==> config.mk <==
export PLATFORM = sky130hd
export DESIGN_NAME = palette_port_arbiter_flat
export DESIGN_NICKNAME = d
export VERILOG_FILES = /design/src/rtl/palette_port_arbiter_pkg.sv /design/src/rtl/palette_port_arbiter_if.sv /design/src/rtl/palette_port_arbiter_rr.sv /design/src/rtl/palette_port_arbiter.sv /design/src/flat_wrapper.sv
export SDC_FILE = /design/constraint.sdc
export NUM_CORES = 1
export LEC_CHECK = 0
export ABC_AREA = 1
export CORE_UTILIZATION = 42
export DETAILED_ROUTE_END_ITERATION = 8
export GPL_TIMING_DRIVEN = 0
export PLACE_DENSITY_LB_ADDON = 0.1
export SLEW_MARGIN = 0
export SYNTH_ARGS = -nofsm -noshare
export SYNTH_HDL_FRONTEND = slang
export SYNTH_SLANG_ARGS = --single-unit
==> constraint.sdc <==
create_clock -name clk -period 2.05 [get_ports clk]
set_input_delay 0.3075 -clock clk [delete_from_list [all_inputs] [get_ports clk]]
set_output_delay 0.3075 -clock clk [all_outputs]
set_load 0.02 [all_outputs]
==> src/rtl/palette_port_arbiter_pkg.sv <==
// Shared types and constants for the palette port arbiter: colour triple, index width,
// transparent index and the fixed requester numbering.
package palette_port_arbiter_pkg;

  localparam int unsigned PAL_IDX_W   = 9;
  localparam int unsigned PAL_COLOR_W = 4;

  localparam logic [PAL_IDX_W-1:0] PAL_TRANSP_IDX = '0;

  typedef struct packed {
    logic [PAL_COLOR_W-1:0] r;
    logic [PAL_COLOR_W-1:0] g;
    logic [PAL_COLOR_W-1:0] b;
  } rgb_t;

  typedef enum logic [1:0] {
    REQ_BG      = 2'd0,
    REQ_PLAYER  = 2'd1,
    REQ_BUBBLE  = 2'd2,
    REQ_HARPOON = 2'd3
  } req_id_e;

endpackage

==> src/rtl/palette_port_arbiter_if.sv <==
// Bus bundle between the sprite fetchers, the palette lookup and the compositor.
// The arbiter uses the slave modport; the surrounding system drives the master side.
interface palette_port_arbiter_if #(
  parameter int unsigned NUM_REQ = 4,
  parameter int unsigned IDX_W   = 9,
  parameter int unsigned COLOR_W = 4
);

  localparam int unsigned IdW = (NUM_REQ > 1) ? $clog2(NUM_REQ) : 1;

  logic [NUM_REQ-1:0]            req_valid;
  logic [NUM_REQ-1:0][IDX_W-1:0] req_index;
  logic [NUM_REQ-1:0]            req_ready;

  logic [IDX_W-1:0]   pal_index;
  logic [COLOR_W-1:0] pal_red;
  logic [COLOR_W-1:0] pal_green;
  logic [COLOR_W-1:0] pal_blue;

  logic               rsp_valid;
  logic               rsp_ready;
  logic [IdW-1:0]     rsp_id;
  logic [COLOR_W-1:0] rsp_red;
  logic [COLOR_W-1:0] rsp_green;
  logic [COLOR_W-1:0] rsp_blue;
  logic               rsp_transp;

  modport slave (
    input  req_valid,
    input  req_index,
    output req_ready,
    output pal_index,
    input  pal_red,
    input  pal_green,
    input  pal_blue,
    output rsp_valid,
    input  rsp_ready,
    output rsp_id,
    output rsp_red,
    output rsp_green,
    output rsp_blue,
    output rsp_transp
  );

  modport master (
    output req_valid,
    output req_index,
    input  req_ready,
    input  pal_index,
    output pal_red,
    output pal_green,
    output pal_blue,
    input  rsp_valid,
    output rsp_ready,
    input  rsp_id,
    input  rsp_red,
    input  rsp_green,
    input  rsp_blue,
    input  rsp_transp
  );

endinterface

==> src/rtl/palette_port_arbiter_rr.sv <==
// Round-robin picker: searches upward from rr_ptr_i+1 (wrapping) for the first active request.
// The winner id is always produced; the one-hot grant only when enabled.
module palette_port_arbiter_rr #(
  parameter  int unsigned N   = 4,
  localparam int unsigned IdW = (N > 1) ? $clog2(N) : 1
) (
  input  logic [N-1:0]   req_i,
  input  logic [IdW-1:0] rr_ptr_i,
  input  logic           en_i,
  output logic [N-1:0]   gnt_o,
  output logic [IdW-1:0] id_o,
  output logic           any_o
);

  logic [IdW-1:0] cand;

  always_comb begin
    any_o = 1'b0;
    id_o  = '0;
    cand  = '0;
    for (int unsigned off = 1; off <= N; off++) begin
      cand = IdW'((32'(rr_ptr_i) + off) % N);
      if (!any_o && req_i[cand]) begin
        any_o = 1'b1;
        id_o  = cand;
      end
    end
  end

  always_comb begin
    gnt_o = '0;
    if (any_o && en_i) begin
      gnt_o[id_o] = 1'b1;
    end
  end

endmodule

==> src/rtl/palette_port_arbiter.sv <==
// Shares one palette lookup among NUM_REQ sprite fetchers: round-robin grant into a registered
// index stage (A), then a response stage (B) capturing colour, owner id and transparency.
module palette_port_arbiter
  import palette_port_arbiter_pkg::*;
#(
  parameter int unsigned      NUM_REQ    = 4,
  parameter int unsigned      IDX_W      = PAL_IDX_W,
  parameter int unsigned      COLOR_W    = PAL_COLOR_W,
  parameter logic [IDX_W-1:0] TRANSP_IDX = IDX_W'(PAL_TRANSP_IDX)
) (
  input logic                    clk,
  input logic                    reset_n,
  palette_port_arbiter_if.slave  bus_io
);

  localparam int unsigned IdW = (NUM_REQ > 1) ? $clog2(NUM_REQ) : 1;

  logic               a_valid_q, a_valid_d;
  logic [IDX_W-1:0]   a_idx_q, a_idx_d;
  logic [IdW-1:0]     a_id_q, a_id_d;
  logic [IdW-1:0]     rr_ptr_q, rr_ptr_d;

  logic               rsp_valid_q, rsp_valid_d;
  logic [IdW-1:0]     rsp_id_q, rsp_id_d;
  logic [COLOR_W-1:0] rsp_red_q, rsp_red_d;
  logic [COLOR_W-1:0] rsp_green_q, rsp_green_d;
  logic [COLOR_W-1:0] rsp_blue_q, rsp_blue_d;
  logic               rsp_transp_q, rsp_transp_d;

  logic               b_free;
  logic               a_free;
  logic               any_req;
  logic               accept;
  logic [IdW-1:0]     win_id;
  logic [NUM_REQ-1:0] gnt;

  assign b_free = !rsp_valid_q || bus_io.rsp_ready;
  assign a_free = !a_valid_q || b_free;
  // Gate with reset so no grant is offered while the pipeline is held cleared.
  assign accept = any_req && a_free && reset_n;

  palette_port_arbiter_rr #(
    .N (NUM_REQ)
  ) u_rr (
    .req_i    (bus_io.req_valid),
    .rr_ptr_i (rr_ptr_q),
    .en_i     (a_free && reset_n),
    .gnt_o    (gnt),
    .id_o     (win_id),
    .any_o    (any_req)
  );

  // Stage A and round-robin pointer; a stall leaves both untouched.
  always_comb begin
    a_valid_d = a_valid_q;
    a_idx_d   = a_idx_q;
    a_id_d    = a_id_q;
    rr_ptr_d  = rr_ptr_q;
    if (a_free) begin
      a_valid_d = accept;
      if (accept) begin
        a_idx_d  = bus_io.req_index[win_id];
        a_id_d   = win_id;
        rr_ptr_d = win_id;
      end
    end
  end

  // Stage B: capture the palette output for the index currently held in stage A.
  always_comb begin
    rsp_valid_d  = rsp_valid_q;
    rsp_id_d     = rsp_id_q;
    rsp_red_d    = rsp_red_q;
    rsp_green_d  = rsp_green_q;
    rsp_blue_d   = rsp_blue_q;
    rsp_transp_d = rsp_transp_q;
    if (b_free) begin
      rsp_valid_d = a_valid_q;
      if (a_valid_q) begin
        rsp_id_d     = a_id_q;
        rsp_red_d    = bus_io.pal_red;
        rsp_green_d  = bus_io.pal_green;
        rsp_blue_d   = bus_io.pal_blue;
        rsp_transp_d = (a_idx_q == TRANSP_IDX);
      end
    end
  end

  always_ff @(posedge clk or negedge reset_n) begin
    if (!reset_n) begin
      a_valid_q    <= 1'b0;
      a_idx_q      <= '0;
      a_id_q       <= '0;
      rr_ptr_q     <= IdW'(NUM_REQ - 1);
      rsp_valid_q  <= 1'b0;
      rsp_id_q     <= '0;
      rsp_red_q    <= '0;
      rsp_green_q  <= '0;
      rsp_blue_q   <= '0;
      rsp_transp_q <= 1'b0;
    end else begin
      a_valid_q    <= a_valid_d;
      a_idx_q      <= a_idx_d;
      a_id_q       <= a_id_d;
      rr_ptr_q     <= rr_ptr_d;
      rsp_valid_q  <= rsp_valid_d;
      rsp_id_q     <= rsp_id_d;
      rsp_red_q    <= rsp_red_d;
      rsp_green_q  <= rsp_green_d;
      rsp_blue_q   <= rsp_blue_d;
      rsp_transp_q <= rsp_transp_d;
    end
  end

  assign bus_io.req_ready  = gnt;
  assign bus_io.pal_index  = a_idx_q;
  assign bus_io.rsp_valid  = rsp_valid_q;
  assign bus_io.rsp_id     = rsp_id_q;
  assign bus_io.rsp_red    = rsp_red_q;
  assign bus_io.rsp_green  = rsp_green_q;
  assign bus_io.rsp_blue   = rsp_blue_q;
  assign bus_io.rsp_transp = rsp_transp_q;

  a_grant_onehot: assert property (@(posedge clk) disable iff (!reset_n)
    $onehot0(bus_io.req_ready));

  a_rsp_hold: assert property (@(posedge clk) disable iff (!reset_n)
    (rsp_valid_q && !bus_io.rsp_ready) |=>
      (rsp_valid_q && $stable({rsp_id_q, rsp_red_q, rsp_green_q, rsp_blue_q, rsp_transp_q})));

endmodule
==> src/flat_wrapper.sv <==
// flat-port wrapper written by rule: the top's interface ports become plain ports
module palette_port_arbiter_flat import palette_port_arbiter_pkg::*;
#(
  parameter int unsigned      NUM_REQ    = 4,
  parameter int unsigned      IDX_W      = PAL_IDX_W,
  parameter int unsigned      COLOR_W    = PAL_COLOR_W,
  parameter logic [IDX_W-1:0] TRANSP_IDX = IDX_W'(PAL_TRANSP_IDX)
)
  (clk, reset_n, bus_io_req_valid, bus_io_req_index, bus_io_req_ready, bus_io_pal_index, bus_io_pal_red, bus_io_pal_green, bus_io_pal_blue, bus_io_rsp_valid, bus_io_rsp_ready, bus_io_rsp_id, bus_io_rsp_red, bus_io_rsp_green, bus_io_rsp_blue, bus_io_rsp_transp);
  palette_port_arbiter_if #(.NUM_REQ(NUM_REQ), .IDX_W(IDX_W), .COLOR_W(COLOR_W)) bus_io_i ();
  input logic clk;
  input logic reset_n;
  input wire logic [$bits(bus_io_i.req_valid)-1:0] bus_io_req_valid;
  input wire logic [$bits(bus_io_i.req_index)-1:0] bus_io_req_index;
  output wire logic [$bits(bus_io_i.req_ready)-1:0] bus_io_req_ready;
  output wire logic [$bits(bus_io_i.pal_index)-1:0] bus_io_pal_index;
  input wire logic [$bits(bus_io_i.pal_red)-1:0] bus_io_pal_red;
  input wire logic [$bits(bus_io_i.pal_green)-1:0] bus_io_pal_green;
  input wire logic [$bits(bus_io_i.pal_blue)-1:0] bus_io_pal_blue;
  output wire logic [$bits(bus_io_i.rsp_valid)-1:0] bus_io_rsp_valid;
  input wire logic [$bits(bus_io_i.rsp_ready)-1:0] bus_io_rsp_ready;
  output wire logic [$bits(bus_io_i.rsp_id)-1:0] bus_io_rsp_id;
  output wire logic [$bits(bus_io_i.rsp_red)-1:0] bus_io_rsp_red;
  output wire logic [$bits(bus_io_i.rsp_green)-1:0] bus_io_rsp_green;
  output wire logic [$bits(bus_io_i.rsp_blue)-1:0] bus_io_rsp_blue;
  output wire logic [$bits(bus_io_i.rsp_transp)-1:0] bus_io_rsp_transp;
  assign bus_io_i.req_valid = bus_io_req_valid;
  assign bus_io_i.req_index = bus_io_req_index;
  assign bus_io_req_ready = bus_io_i.req_ready;
  assign bus_io_pal_index = bus_io_i.pal_index;
  assign bus_io_i.pal_red = bus_io_pal_red;
  assign bus_io_i.pal_green = bus_io_pal_green;
  assign bus_io_i.pal_blue = bus_io_pal_blue;
  assign bus_io_rsp_valid = bus_io_i.rsp_valid;
  assign bus_io_i.rsp_ready = bus_io_rsp_ready;
  assign bus_io_rsp_id = bus_io_i.rsp_id;
  assign bus_io_rsp_red = bus_io_i.rsp_red;
  assign bus_io_rsp_green = bus_io_i.rsp_green;
  assign bus_io_rsp_blue = bus_io_i.rsp_blue;
  assign bus_io_rsp_transp = bus_io_i.rsp_transp;
  palette_port_arbiter #(.NUM_REQ(NUM_REQ), .IDX_W(IDX_W), .COLOR_W(COLOR_W), .TRANSP_IDX(TRANSP_IDX)) u_core (.clk(clk), .reset_n(reset_n), .bus_io(bus_io_i));
endmodule
Word-level counts from Yosys, hierarchy flattened:

Cells that the tools add are included.

* flip-flop bits (word level): 30
* input port bits: 55
* output and inout bits: 29
* logic and storage cells: 59

* $add $sub $neg: 4
* magnitude comparators: 6
* mux-type cells: 21
* reductions and logical operators: 18

Operators with widths (count)
* $bmux W9 S2: 1
* $lt A2 B3 Y1 const B: 5
* $logic_not A9 Y1: 1
* $mux W1: 9
* $mux W9: 1
* $bmux W1 S2: 4
* $logic_and A1 B1 Y1: 8
* $mux W2: 4
* $logic_not A1 Y1: 5
* $add A2 B1 Y2 const B: 2
* $add A2 B2 Y2 const B: 2
* $mux W4: 1
* $reduce_and A2 Y1: 2
* $demux W1 S2: 1
* $ge A2 B1 Y1 const B: 1
* $logic_or A1 B1 Y1: 2

Depth between registers and ports, before layout:

Gate-level depths: netlist (run 1).

* depth in word-level cells: 18
* mapped depth: 16
* depth with buffers taken out: 14

Modules after synthesis:

From an unflattened synthesis (run 1), not the netlist that was laid out.

* cell total of the unflattened synthesis: 308
* area, all modules: 1956.9 µm²

By module, submodules not included
* palette_port_arbiter: times used 1, cells an instance 239, area an instance 1627.8 µm², sequential area each 753.2 µm²
* palette_port_arbiter_rr: times used 1, cells an instance 69, area an instance 329.1 µm², sequential area each 0.0 µm²

Least setup slack after synthesis (run 1):

OpenSTA, ideal clock, no wires.

* path kind: reg2out
* start point: reg u_core.rr_ptr_q[0]
* end point: out bus_io_req_ready[0]
* arrival: 1.884 ns
* data required time: 1.742 ns
* slack: -0.141 ns
* cell stages (with the launch flop): 13
* path buffers: 2
* cell sequence: dfstp_2 > buf_6 > inv_4 > nand2_2 > nand2_4 > nand2_4 > nand2_4 > nor2_4 > nand2_2 > nand2_4 > nand2_4 > buf_6 > nor3_1

* cells in the longest elaborated chain, start to end: 18
* elaborated cells on any way between the ends: 33
* classes of those cells: add/sub (4); order compare (2); mux (19); reduce/logical (8)

RTL lines
* start: declaration: RTL line palette_port_arbiter.sv:21 `logic [IdW-1:0] rr_ptr_q, rr_ptr_d;`
* start signal: assignment: RTL line palette_port_arbiter.sv:94 `rr_ptr_q <= IdW'(NUM_REQ - 1);`
* start signal: assignment: RTL line palette_port_arbiter.sv:105 `rr_ptr_q <= rr_ptr_d;`
* $add A2 B1 Y2: RTL line palette_port_arbiter_rr.sv:22 `cand = IdW'((32'(rr_ptr_i) + off) % N);`
* $bmux W1 S2: RTL line palette_port_arbiter_rr.sv:23 `if (!any_o && req_i[cand]) begin`
* $mux W1 (not written as such): RTL line palette_port_arbiter_rr.sv:23
* $mux W1: RTL line palette_port_arbiter_rr.sv:23
* $logic_not A1 Y1: RTL line palette_port_arbiter_rr.sv:23
* $logic_and A1 B1 Y1: RTL line palette_port_arbiter_rr.sv:23
* $mux W1: RTL line palette_port_arbiter_rr.sv:23
* $logic_not A1 Y1: RTL line palette_port_arbiter_rr.sv:23
* [... 2 more ...]
* $logic_not A1 Y1: RTL line palette_port_arbiter_rr.sv:23
* $logic_and A1 B1 Y1: RTL line palette_port_arbiter_rr.sv:23
* $mux W2: RTL line palette_port_arbiter_rr.sv:23
* $lt A2 B3 Y1 (not written as such) / $ge A2 B1 Y1 (equally long branches): RTL line palette_port_arbiter_rr.sv:33 `gnt_o[id_o] = 1'b1;`
* $logic_and A1 B1 Y1 (not written as such): RTL line palette_port_arbiter_rr.sv:33
* $mux W1 (not written as such): RTL line palette_port_arbiter_rr.sv:33
* $demux W1 S2: RTL line palette_port_arbiter_rr.sv:33
* $mux W4 (*): RTL line palette_port_arbiter_rr.sv:32 `if (any_o && en_i) begin`
* end: declaration: RTL line flat_wrapper.sv:15 `output wire logic [$bits(bus_io_i.req_ready)-1:0] bus_io_req_ready;`

Every way passes the cells marked *; elsewhere a longest branch is shown, timed or not. The select of a mux whose other input is x is not followed.

Worst setup path in the final report (run 1):

Same ends and word-level chain as after synthesis.

==> impl_metrics.toml, run 1 <==
[run_status]
status = "complete, but fails checks"
violations = "setup timing"

[power]
power_leakage_uw = 0.001504
ir_drop_uv = 1183
power_density_nw_per_um2 = 1741

[global_routing]
grt_max_degree = 32
antenna_found_initial = 0
grt_pass1_wl_um = 7962
track_usage_pct = 20.58
grt_pass1_vias = 1770
grt_overflow = 0

[placement]
dp_cells = 366
dp.final_hpwl_um = 3365
io_buffer_count = 83
place_ws_ns = -1.454
place_congestion = 0.8076

[critical_path]
critical_path.cell_chain = "buf_8, inv_8, nand2_4, nand2_4, nand2_4, nand2_4, nor2_4, nand2_2, nand2_4, nand2_8, buf_8, nor3_4, buf_6"
cpPeakStageDelay_ns = 0.54
worst_ep_required_time_ns = 1.74
cp-startpoint = "u_core.rr_ptr_q[0]"
crit_buf_inv = 4
cp.arrival_ns = 2.02
path_class = "flop to output pin"
endpoint_kind = "output pin"
cp-start-kind = "flop"
critical-path-top-delay-family = "simple AND/OR/NAND/NOR gates"
worstPathMaxFanout = 8
slowest_stage = "dfstp_2"
crit_top_cell = "nand2_4"
rr_startpoint = "u_core.rr_ptr_q[0]"

[timing]
setup_ws_ns = -0.2767
layout_min_cycle_time_ns = 2.327
rsz0062_at_grt = "yes"
drv_slew = 0
relSlewSlack_pct = 51.53
max_freq_ghz = 0.4298
clock_skew_ns = 0.003799
setup_violations = 10
final.setup.tns_ns = -1.214
finalHoldViolCount = 0
worst_pin_slew_ns = 0.7270
post-route-period-util_pct = 113.5

[synth]
synth.most_common_cell = "nand2_1"
synth-compound-area-share_pct = 6.883
synth_area_leaders = "dfrtp_1 37%, nand2_1 13%, nand3_1 7.7%"
yosys.area_share.simple_pct = 35.41
synthTopCellsByCount = "63 x nand2_1, 32 x inv_1, 29 x nand3_1, 28 x dfrtp_1, 12 x mux2_2"
synth_top_family_by_area = "simple AND/OR/NAND/NOR gates"
yosys_register_bits = 30
ys_types = 29
synth.area.mux_share_pct = 7.148
avgSynthCellArea_um2 = 8.184
synth_top_area_share_pct = 37.06
yosysSeqAreaShare_pct = 39.84
syn_inst = 231
async_flop_share_pct = 100.0
synth_edf_count = 0
synthAdderAreaFrac_pct = 0
syn_nets = 286
synth_area_um2 = 1891
yosysWarnings = 0
synthXorXnorAreaFrac_pct = 0
synth_ff_type = "dfrtp_1"
yosysTopAreaCell = "dfrtp_1"

[floorplan]
die_h_um = 69.09
core-area_um2 = 4354
initial_core_util_pct = 43.42
io_pins = 84
fp.dieArea_um2 = 4773
rows = 24
die_x_um = 69.09

[final_layout]
num_antenna_cells = 0
syn2layout_area_growth_pct = 66.12
drive_gt1_share_pct = 26.79
nNetsFinal = 391
fin_cells = 388

[clock_tree]
cts_root_buffer = "clkbuf_8"
clkSlewWorstSetupHoldPaths_ns = 0.06
htreeDepth = 2
cts_buffers = 5
tritoncts = "built"
hold_buffers = 0
clk_latency_ns = 0.27
clkSinkCount = 30
cts_buffer_depth = 2

[route]
vias = 1851
ant_nets = 0
drtIter0Drc = 72
vias_per_cell = 4.771
wl_per_cell_um = 12.38
drc = 0
dr.pass1.iters = 4
totalWireLength_um = 4802

[run]
max_cap_viol_count = 0

[min_path]
hold_class = "input port to asynchronous set/reset pin"
kinds of logic (layout without fill, tap and decap cells):
logic type,after synthesis,in the layout
AND/OR/NAND/NOR,130,130
AO/OA/AOI/OAI,15,15
multiplexers,12,12
flip-flops,30,30
buffers and inverters,44,149
per-layer routing:
metal,routed length (um),GRT usage [%]
met4,85,8.844
met5,0,0
met1,2103,27.08
met2,2321,33.33
met3,292,3.509
state kept, by name, indices dropped and copies added, names as in the netlist, 2 cells and up:
register / cells
u_core.bus_io.pal_index: 9
u_core.bus_io.rsp_blue: 4
u_core.a_id_q: 2
u_core.rr_ptr_q: 2
u_core.bus_io.rsp_green: 4
u_core.bus_io.rsp_id: 2
u_core.bus_io.rsp_red: 4
path summary, 6_finish.rpt:
| kind | end | slack [ns] | depth (start not counted) |
|---|---|---|---|
| max | bus_io_req_ready[0] | -0.28 | 13 |
| min | u_core.a_id_q[0] | 0.18 | 1 |
| max reg2reg | u_core.bus_io.pal_index[7] | -0.05 | 14 |
| min reg2reg | u_core.bus_io.rsp_id[1] | 0.48 | 2 |
| max in group asynchronous | u_core.bus_io.pal_index[1] | 1.40 | 1 |
| min in group clk | u_core.bus_io.rsp_id[1] | 0.48 | 2 |
per-stage QoR:
step	instance area [um2]	util (%)	hold WS [ns]	power (uW)
2_1_floorplan	1896	-	0.01191	3233
3_3_place_gp	2791	64.11	0.4651	4232
3_5_place_dp	2791	64.11	0.4736	4280
4_1_cts	3089	70.95	0.2037	5381
5_1_grt	3141	72.13	0.2439	5864
6_report	3141	72.13	0.1847	5467
power breakdown:
| part | internal [uW] | switching, uW |
|---|---|---|
| Sequential | 902 | 172 |
| Combinational | 1840 | 2140 |
| Clock | 233 | 188 |
cell usage in the layout, fill, tap and decap left out, drive strengths merged, types with 2 or more instances in the layout:
master | netlist | routed
o21ai | 6 | 6
nor4 | 2 | 2
dfrtp | 28 | 28
clkbuf | 2 | 10
dfstp | 2 | 2
nand3b | 5 | 5
mux2 | 12 | 12
buf | 5 | 23
nand2 | 81 | 81
inv | 37 | 37
nor2 | 7 | 7
nand4 | 4 | 4
o211ai | 5 | 5
nand3 | 30 | 30
clkdlybuf4s50 | 0 | 78
what timing repair did:
| item | in CTS | in global routing |
|---|---|---|
| setup buffers | 11 | 5 |
| gates resized for setup | 52 | 6 |
| endpoints found under the setup margin | 18 | 13 |
| pin swaps | 11 | 13 |
final cells by class:
type | count | area, um2
sequential | 30 | 753.2
timing repair buffer | 98 | 958.4
multi-input combinational | 157 | 1057
buffer | 7 | 81.33
fill | 345 | 1214
clock buffer | 7 | 76.32
inverter | 37 | 148.9
tap | 52 | 65.06
Note: power is estimated with default switching activity, not from simulation.
==> run 2, diff against run 1 <==
Settings changed: HOLD_SLACK_MARGIN set to 0.06.
Clock period 2.05 ns to 2.2 ns, I/O delays scaled along.
==> impl_metrics.toml, run 2 (synthesized netlist as in run 1, its figures left out) <==
[clock_tree]
htreeDepth = 2
cts_root_buffer = "clkbuf_8"
clkSlewWorstSetupHoldPaths_ns = 0.06
clk_latency_ns = 0.27
tritoncts = "built"
cts_buffers = 5
clkSinkCount = 30
cts_buffer_depth = 2

[timing]
max_freq_ghz = 0.4279
final.setup.tns_ns = -0.4672
finalHoldViolCount = 0
post-route-period-util_pct = 106.2
drv_slew = 0
layout_min_cycle_time_ns = 2.337
setup_ws_ns = -0.1368
rsz0062_at_grt = "yes"
setup_violations = 4
clock_skew_ns = 0.003413
relSlewSlack_pct = 51.59
worst_pin_slew_ns = 0.7262

[global_routing]
grt_max_degree = 32
grt_overflow = 0
grt_pass1_vias = 1770
antenna_found_initial = 0
track_usage_pct = 20.58
grt_pass1_wl_um = 7962

[route]
wl_per_cell_um = 12.32
ant_nets = 0
drtIter0Drc = 77
totalWireLength_um = 4794
drc = 0
vias_per_cell = 4.735
vias = 1842
dr.pass1.iters = 4

[critical_path]
worst_ep_required_time_ns = 1.87
endpoint_kind = "output pin"
cp.arrival_ns = 2.01
cp-startpoint = "u_core.rr_ptr_q[0]"
worstPathMaxFanout = 8
r2r_cells = 15
cp-start-kind = "flop"
rr_startpoint = "u_core.rr_ptr_q[0]"
path_class = "flop to output pin"

[placement]
dp_cells = 366
dp.final_hpwl_um = 3365
place_congestion = 0.8076
io_buffer_count = 83
placed_area_um2 = 2791

[final_layout]
nNetsFinal = 392
largest_reg_flops = 9
design_area_um2 = 3154
syn2layout_area_growth_pct = 66.84
drive_gt1_share_pct = 27.60
fin_cells = 389
multi_input_area_um2 = 1067
final_common_cell = "clkdlybuf4s50_1"
fin_util_pct = 72.44
mostFrequentLayoutCells = "78 x clkdlybuf4s50_1, 57 x nand2_1, 32 x inv_1"
seq_area_um2 = 753.2
num_antenna_cells = 0
fill_cells = 340

[power]
p_total_uw = 5061
ir_drop_uv = 994.4
power_density_nw_per_um2 = 1605
power_leakage_uw = 0.001512

[floorplan]
io_pins = 84
die_x_um = 69.09
core-area_um2 = 4354
initial_core_util_pct = 43.42
fp.dieArea_um2 = 4773
die_h_um = 69.09
rows = 24

[min_path]
hold_class = "input port to asynchronous set/reset pin"

[run_status]
violations = "setup timing"
status = "complete, but fails checks"

[run]
max_cap_viol_count = 0
run 2: cell types whose count changed in the layout (fill, tap and decap cells not counted), sizes merged:
cell,delta
buf,+2
clkbuf,-1
run 2: routing by layer:
| metal | GRT usage [%] | part of all wire [%] | vias to the layer above |
|---|---|---|---|
| met3 | 3.509 | 5.7 | 8 |
| li1 | - | - | 952 |
| met5 | 0 | 0 | - |
| met4 | 8.844 | 1.8 | 0 |
| met1 | 27.08 | 45 | 814 |
| met2 | 33.33 | 48 | 68 |
run 2: stage by stage:
step | hold slack, ns | setup WS [ns]
global route | 0.2664 | -0.2411
floorplan | 0.03441 | 0.05627
detailed placement | 0.4736 | -1.349
global placement | 0.4651 | -1.393
finish | 0.2080 | -0.1368
CTS | 0.2262 | -0.1378
run 2: final timing paths:
check	slack, ns	endpoint
setup / recovery	-0.14	bus_io_req_ready[0]
hold / removal	0.21	u_core.a_id_q[0]
setup reg to reg	0.05	u_core.bus_io.pal_index[7]
hold reg to reg	0.48	u_core.bus_io.rsp_id[1]
max in group asynchronous	1.53	u_core.bus_io.pal_index[1]
min in group clk	0.48	u_core.bus_io.rsp_id[1]
run 2: layout make-up:
cell class / instances / area share, %
timing repair buffer: 100 / 30.98
multi-input combinational: 157 / 33.84
sequential: 30 / 23.88
inverter: 37 / 4.720
buffer: 6 / 2.102
tap: 52 / 2.063
clock buffer: 7 / 2.420
run 2: worst max-delay path, stage by stage (launching register included):
cell	delay [ns]
dfstp_2	0.54
buf_8	0.13
inv_8	0.05
nand2_4	0.06
nand2_4	0.08
nand2_4	0.08
a21boi_4	0.19
nand3_4	0.11
buf_12	0.15
nor3_4	0.20
buf_6	0.14
run 2: power by group:
| part | total (uW) | switching [uW] | leakage (uW) | internal (uW) |
|---|---|---|---|---|
| clock | 390 | 173 | 0.0000383 | 217 |
| combinational | 3670 | 1980 | 0.00112 | 1690 |
| sequential | 999 | 159 | 0.000358 | 840 |
run 2: what timing repair did:
item | in CTS | in global routing
hold buffers | 0 | 0
pin swaps | 11 | 16
buffers inserted | 11 | 6
endpoints found under the setup margin | 18 | 4
endpoints found under the hold margin | 0 | 0
gates resized for setup | 52 | 11
